[config.mk]
export PLATFORM = sky130hd
export DESIGN_NAME = psum_ofifo
export DESIGN_NICKNAME = d
export VERILOG_FILES = /design/src/rtl/psum_ofifo_pkg.sv /design/src/rtl/psum_col_fifo.sv /design/src/rtl/psum_ofifo.sv
export SDC_FILE = /design/constraint.sdc
export NUM_CORES = 2
export LEC_CHECK = 0
export BUFFER_PORTS_ARGS = -buffer_cell sky130_fd_sc_hd__buf_2
export CAP_MARGIN = 30
export CORE_UTILIZATION = 55
export CTS_BUF_LIST = sky130_fd_sc_hd__clkbuf_4 sky130_fd_sc_hd__clkbuf_8 sky130_fd_sc_hd__clkbuf_16
export DETAILED_ROUTE_END_ITERATION = 16
export PLACE_DENSITY = 0.72
export SETUP_SLACK_MARGIN = 0.05
export SLEW_MARGIN = 5
export SYNTH_ARGS = -nofsm -noshare
export SYNTH_HDL_FRONTEND = slang
export SYNTH_SLANG_ARGS = --single-unit
[constraint.sdc]
create_clock -name clk -period 5.32 [get_ports clk]
set_input_delay 1.596 -clock clk [delete_from_list [all_inputs] [get_ports clk]]
set_output_delay 1.596 -clock clk [all_outputs]
set_load 0.005 [all_outputs]
[src/rtl/psum_ofifo_pkg.sv]
// Shared constants and helpers for the psum output FIFO.
// Default geometry matches an 8-wide MAC row producing dual 9-bit psums.
package psum_ofifo_pkg;

    localparam int unsigned COL      = 8;
    localparam int unsigned PSUM_BW  = 9;
    localparam int unsigned DEPTH    = 16;
    localparam int unsigned ENTRY_BW = 2 * PSUM_BW;

    function automatic int unsigned clog2(input int unsigned value);
        int unsigned r;
        r = 0;
        while ((32'd1 << r) < value) begin
            r = r + 1;
        end
        return r;
    endfunction

endpackage

[src/rtl/psum_col_fifo.sv]
// Single-column synchronous FIFO; pointers carry an extra wrap bit to tell full from empty.
// i_rd must only be asserted for a legal pop (the top gates it with the all-columns-valid flag).
module psum_col_fifo
    import psum_ofifo_pkg::*;
#(
    parameter int unsigned width = ENTRY_BW,
    parameter int unsigned depth = DEPTH
) (
    input  logic             clk,
    input  logic             reset,
    input  logic             i_wr,
    input  logic [width-1:0] i_data,
    input  logic             i_rd,
    output logic             o_empty,
    output logic             o_full,
    output logic [width-1:0] o_head
);

    localparam int unsigned AW = clog2(depth);

    logic [AW:0]      r_wr_ptr;
    logic [AW:0]      r_rd_ptr;
    logic [width-1:0] r_mem [depth];
    logic             w_wr_en;

    assign o_empty = (r_wr_ptr == r_rd_ptr);
    assign o_full  = (r_wr_ptr[AW] != r_rd_ptr[AW]) &&
                     (r_wr_ptr[AW-1:0] == r_rd_ptr[AW-1:0]);
    assign o_head  = r_mem[r_rd_ptr[AW-1:0]];

    // A full column still accepts a write when the head leaves on the same edge.
    assign w_wr_en = i_wr && (!o_full || i_rd);

    always_ff @(posedge clk or negedge reset) begin
        if (!reset) begin
            r_wr_ptr <= '0;
            r_rd_ptr <= '0;
        end else begin
            if (w_wr_en) begin
                r_wr_ptr <= r_wr_ptr + 1'b1;
            end
            if (i_rd) begin
                r_rd_ptr <= r_rd_ptr + 1'b1;
            end
        end
    end

    // Storage is deliberately left out of reset.
    always_ff @(posedge clk) begin
        if (w_wr_en) begin
            r_mem[r_wr_ptr[AW-1:0]] <= i_data;
        end
    end

endmodule

[src/rtl/psum_ofifo.sv]
// Output FIFO behind the MAC row array: per-column skewed writes, aligned whole-row pops.
// Optional PSUM_OFIFO_ERR_EN adds a sticky overflow flag and a saturating dropped-write count.
module psum_ofifo
    import psum_ofifo_pkg::*;
#(
    parameter int unsigned col     = COL,
    parameter int unsigned psum_bw = PSUM_BW,
    parameter int unsigned depth   = DEPTH
) (
    input  logic                     clk,
    input  logic                     reset,
    input  logic [2*psum_bw*col-1:0] in,
    input  logic [col-1:0]           wr,
    input  logic                     rd,
    output logic [2*psum_bw*col-1:0] out,
    output logic                     o_valid,
    output logic                     o_ready,
    output logic                     o_full
`ifdef PSUM_OFIFO_ERR_EN
    ,
    output logic                     o_ovf,
    output logic [7:0]               o_drop_cnt
`endif
);

    localparam int unsigned EW = 2 * psum_bw;

    logic [col-1:0]    w_empty;
    logic [col-1:0]    w_full;
    logic [EW*col-1:0] w_head;
    logic              w_pop;
    logic [EW*col-1:0] r_out;

    for (genvar gi = 0; gi < col; gi++) begin : g_col
        psum_col_fifo #(
            .width (EW),
            .depth (depth)
        ) u_fifo (
            .clk     (clk),
            .reset   (reset),
            .i_wr    (wr[gi]),
            .i_data  (in[gi*EW +: EW]),
            .i_rd    (w_pop),
            .o_empty (w_empty[gi]),
            .o_full  (w_full[gi]),
            .o_head  (w_head[gi*EW +: EW])
        );
    end

    assign o_valid = &(~w_empty);
    assign o_full  = |w_full;
    assign o_ready = ~o_full;
    assign w_pop   = rd && o_valid;
    assign out     = r_out;

    always_ff @(posedge clk or negedge reset) begin
        if (!reset) begin
            r_out <= '0;
        end else if (w_pop) begin
            r_out <= w_head;
        end
    end

`ifdef PSUM_OFIFO_ERR_EN
    logic [col-1:0] w_drop;
    logic [31:0]    w_drop_num;
    logic [31:0]    w_cnt_sum;
    logic           r_ovf;
    logic [7:0]     r_drop_cnt;

    assign w_drop = wr & w_full & {col{~w_pop}};

    always_comb begin
        w_drop_num = '0;
        for (int i = 0; i < col; i++) begin
            w_drop_num = w_drop_num + {31'd0, w_drop[i]};
        end
        w_cnt_sum = {24'd0, r_drop_cnt} + w_drop_num;
    end

    always_ff @(posedge clk or negedge reset) begin
        if (!reset) begin
            r_ovf      <= 1'b0;
            r_drop_cnt <= '0;
        end else begin
            r_ovf      <= r_ovf | (|w_drop);
            r_drop_cnt <= (w_cnt_sum > 32'd255) ? 8'd255 : w_cnt_sum[7:0];
        end
    end

    assign o_ovf      = r_ovf;
    assign o_drop_cnt = r_drop_cnt;
`endif

endmodule

==> results.yml <==
flow_run:
  maxCapViolations: 0
placed_design:
  dp_slack_ps: 1170
  io_buffers: 301
  routabilityCongestion: 0.776
  hpwl_um: 120000
global_routing:
  grt_antenna_before_repair: 49
  grt_pass1_wl_um: 310000
  globalRouteTotalUtil: 0.238
  grt_max_degree: 66
  grt_pass1_vias: 46354
  grt_remaining_overflow: 0
synth:
  synthTopCellsByCount: "edfxtp_1, mux4_2, dfrtp_1"
  synth-seq-area-share: 0.768
  synth.most_common_cell: "edfxtp_1"
  synth_top_area_frac: 0.711
  ys.warnings.count: 0
  syn_inst: 4198
  avgSynthCellArea_sq_um: 23.2
  synth_nets: 4393
  synth-edff-count: 2304
  ys.flop_type: "edfxtp_1"
  synth_top_area_cell: "edfxtp_1"
  async_flop_share: 0.0886
  synthTopCellsByArea: "edfxtp_1, mux4_2, dfrtp_1"
  synth.distinct_cells: 40
  netlist_area_sq_um: 97400
  synth-seq-cells: 2528
hold_path:
  hold_class: "register to register"
cts:
  cts.repair.resized: 0
  h-tree-depth: 4
  cts_tree: "yes"
  insertion_delay_ps: 900
  cts.sinks: 2528
  cts_buffer_depth: 3
  clkTransAtPathRegs_ps: 60
  cts_hold_buf: 0
  post_cts_buffers: 0
  cts_root_buf: "clkbuf_16"
  numCtsBuffers: 240
worst_setup_path:
  crit_path_top_delay_cell: "dfrtp_1"
  setup.worst_path.class: "register to output pin"
  slowest_delay_ps: 610
  worstSetupStartpointType: "register"
  end_kind: "output pin"
  critPathRequiredTime_ps: 3720
  cp_max_fo: 12
  worstPathCellList: "xnor2_1 > nand4_1 > o22ai_1 > or4_2 > clkinv_2 > buf_2"
  worstPathArrival_ps: 3380
detailed_routing:
  drt-pass1-iter-count: 7
  vias_per_cell: 6.15
  num_vias: 44949
  drc: 0
  drtIter0Drc: 4116
  ant_nets: 0
  wirelength_um: 210000
  wl_per_cell_um: 28.7
power:
  ir_drop_mv: 0.495
  p_leak_nw: 36.5
  powerDensity_nw_per_um2: 557
floorplanning:
  die_y_um: 423
  dieWidth_um: 423
  ioPinCount: 302
  start_util: 0.553
  coreArea_sq_um: 176000
  fp-row-count: 154
  die_area_sq_um: 179000
sta:
  finalCriticalPeriod_ps: 4970
  rsz0062_at_grt: "no"
  final-hold-violation-count: 0
  slew_viol_final: 0
  tns_ps: 0
  fin_skew_ps: 56.2
  fin_ws_ps: 347
  worst_slew_pin_slew_ps: 1010
  max_freq_ghz: 0.201
  max_slew_margin: 0.327
  fin_crit_sh: 0.935
  setup_viol: 0
cells_and_area:
  area_growth_pct: 15.0
  drive_gt1_frac: 0.396
  fin_nets: 4930
  fillCellCount: 11449
run_status:
  status: "completed"
## kinds of logic (layout without fill, tap and decap cells)
| family | count (synthesis) | count (layout) | share of synthesized area |
|---|---|---|---|
| DFF | 2528 | 2528 | 0.768 |
| muxes | 872 | 872 | 0.184 |
| and+or+nand+nor | 346 | 346 | 0.0180 |
| AOI/OAI and AO/OA | 85 | 85 | 0.00636 |
| adders and majority gates | 40 | 40 | 0.00514 |
| other | 0 | 16 | 0 |
| buffers and inverters | 255 | 1008 | 0.0117 |
| xor gates and xnor gates | 72 | 72 | 0.00648 |
## sequential cells by signal, indices dropped and copies added, names as in the netlist
signal	cells
g_col.u_fifo.r_mem	2304
out	144
g_col.u_fifo.r_rd_ptr	40
g_col.u_fifo.r_wr_ptr	40
## layer usage
| metal | part of all wire | routed length (um) | track usage |
|---|---|---|---|
| met5 | 0.00092 | 194 | 0 |
| met4 | 0.033 | 6850 | 0.0881 |
| met3 | 0.061 | 12900 | 0.0407 |
| met2 | 0.51 | 107000 | 0.390 |
| met1 | 0.40 | 83100 | 0.325 |
## worst paths after layout
path                                                    end  cells after the start  slack, ps                   startpoint
worst max register to register  g_col[4].u_fifo.r_mem[4][4]                     10       1140  g_col[6].u_fifo.r_wr_ptr[2]
worst max-delay path                                o_valid                      6        350  g_col[6].u_fifo.r_wr_ptr[2]
worst min register to register                     out[120]                      1        480                     out[120]
min in group asynchronous                          out[140]                      1        630                        reset
max in group asynchronous                          out[130]                      2       3650                        reset
worst min-delay path                               out[120]                      1        480                     out[120]
## power by group
group          leakage (nW)  internal [mW]  switching (mW)
clock network          4.16           10.3            7.37
logic                  8.96           9.18            9.65
registers              23.4           24.5            1.33
## critical path: cells and delay by family (launching register included)
family | cells | cell delay (ps)
AOI/OAI and AO/OA | 1 | 530
DFF | 1 | 610
xor gates and xnor gates | 1 | 170
and+or+nand+nor | 2 | 550
buffers and inverters | 2 | 630
## layout by cell type, fill, tap and decap left out, types with 9 or more instances in the layout
master / n
clkinv_2: 42
nor2b_1: 10
clkbuf_4: 52
buf_2: 300
o221ai_1: 23
nor4_2: 24
nand3_1: 43
edfxtp_1: 2304
xnor2_1: 48
buf_12: 16
diode_2: 16
ha_1: 40
or3_1: 14
buf_4: 195
o21ai_0: 17
nor3_2: 93
mux4_2: 720
xor2_1: 24
dfrtp_2: 9
nand2b_1: 14
clkinv_1: 34
nor4b_2: 10
clkinvlp_4: 13
nor3_1: 17
inv_1: 28
dfrtp_1: 207
o211ai_1: 29
nand2_1: 99
clkbuf_16: 240
mux2_2: 136
nand4_1: 9
clkbuf_8: 27
mux2_1: 16
bufinv_16: 27
## area by class of cell
cell class,count,area (sq um),share of cell area
clock inverters,139,1650,0.0148
multi-input cells,1415,22100,0.198
clock buffers,319,6770,0.0604
repair buffers,520,3510,0.0313
diodes,16,40.0,0.000358
flip-flops and latches,2528,74800,0.668
inverters,30,114,0.00102
well taps,2340,2930,0.0261
## through the flow
step / std cells / hold slack (ps) / utilization / total power, mW / cell area [sq um]
2_1_floorplan: 4198 / 460 / - / 39.0 / 97400
3_3_place_gp: 6823 / 467 / 0.587 / 44.8 / 103000
3_5_place_dp: 6832 / 476 / 0.588 / 45.3 / 103000
4_1_cts: 7290 / 488 / 0.636 / 63.1 / 112000
5_1_grt: 7305 / 499 / 0.637 / 64.9 / 112000
6_report: 7307 / 482 / 0.637 / 62.4 / 112000
No activity file was read; power rests on OpenSTA's default activity.
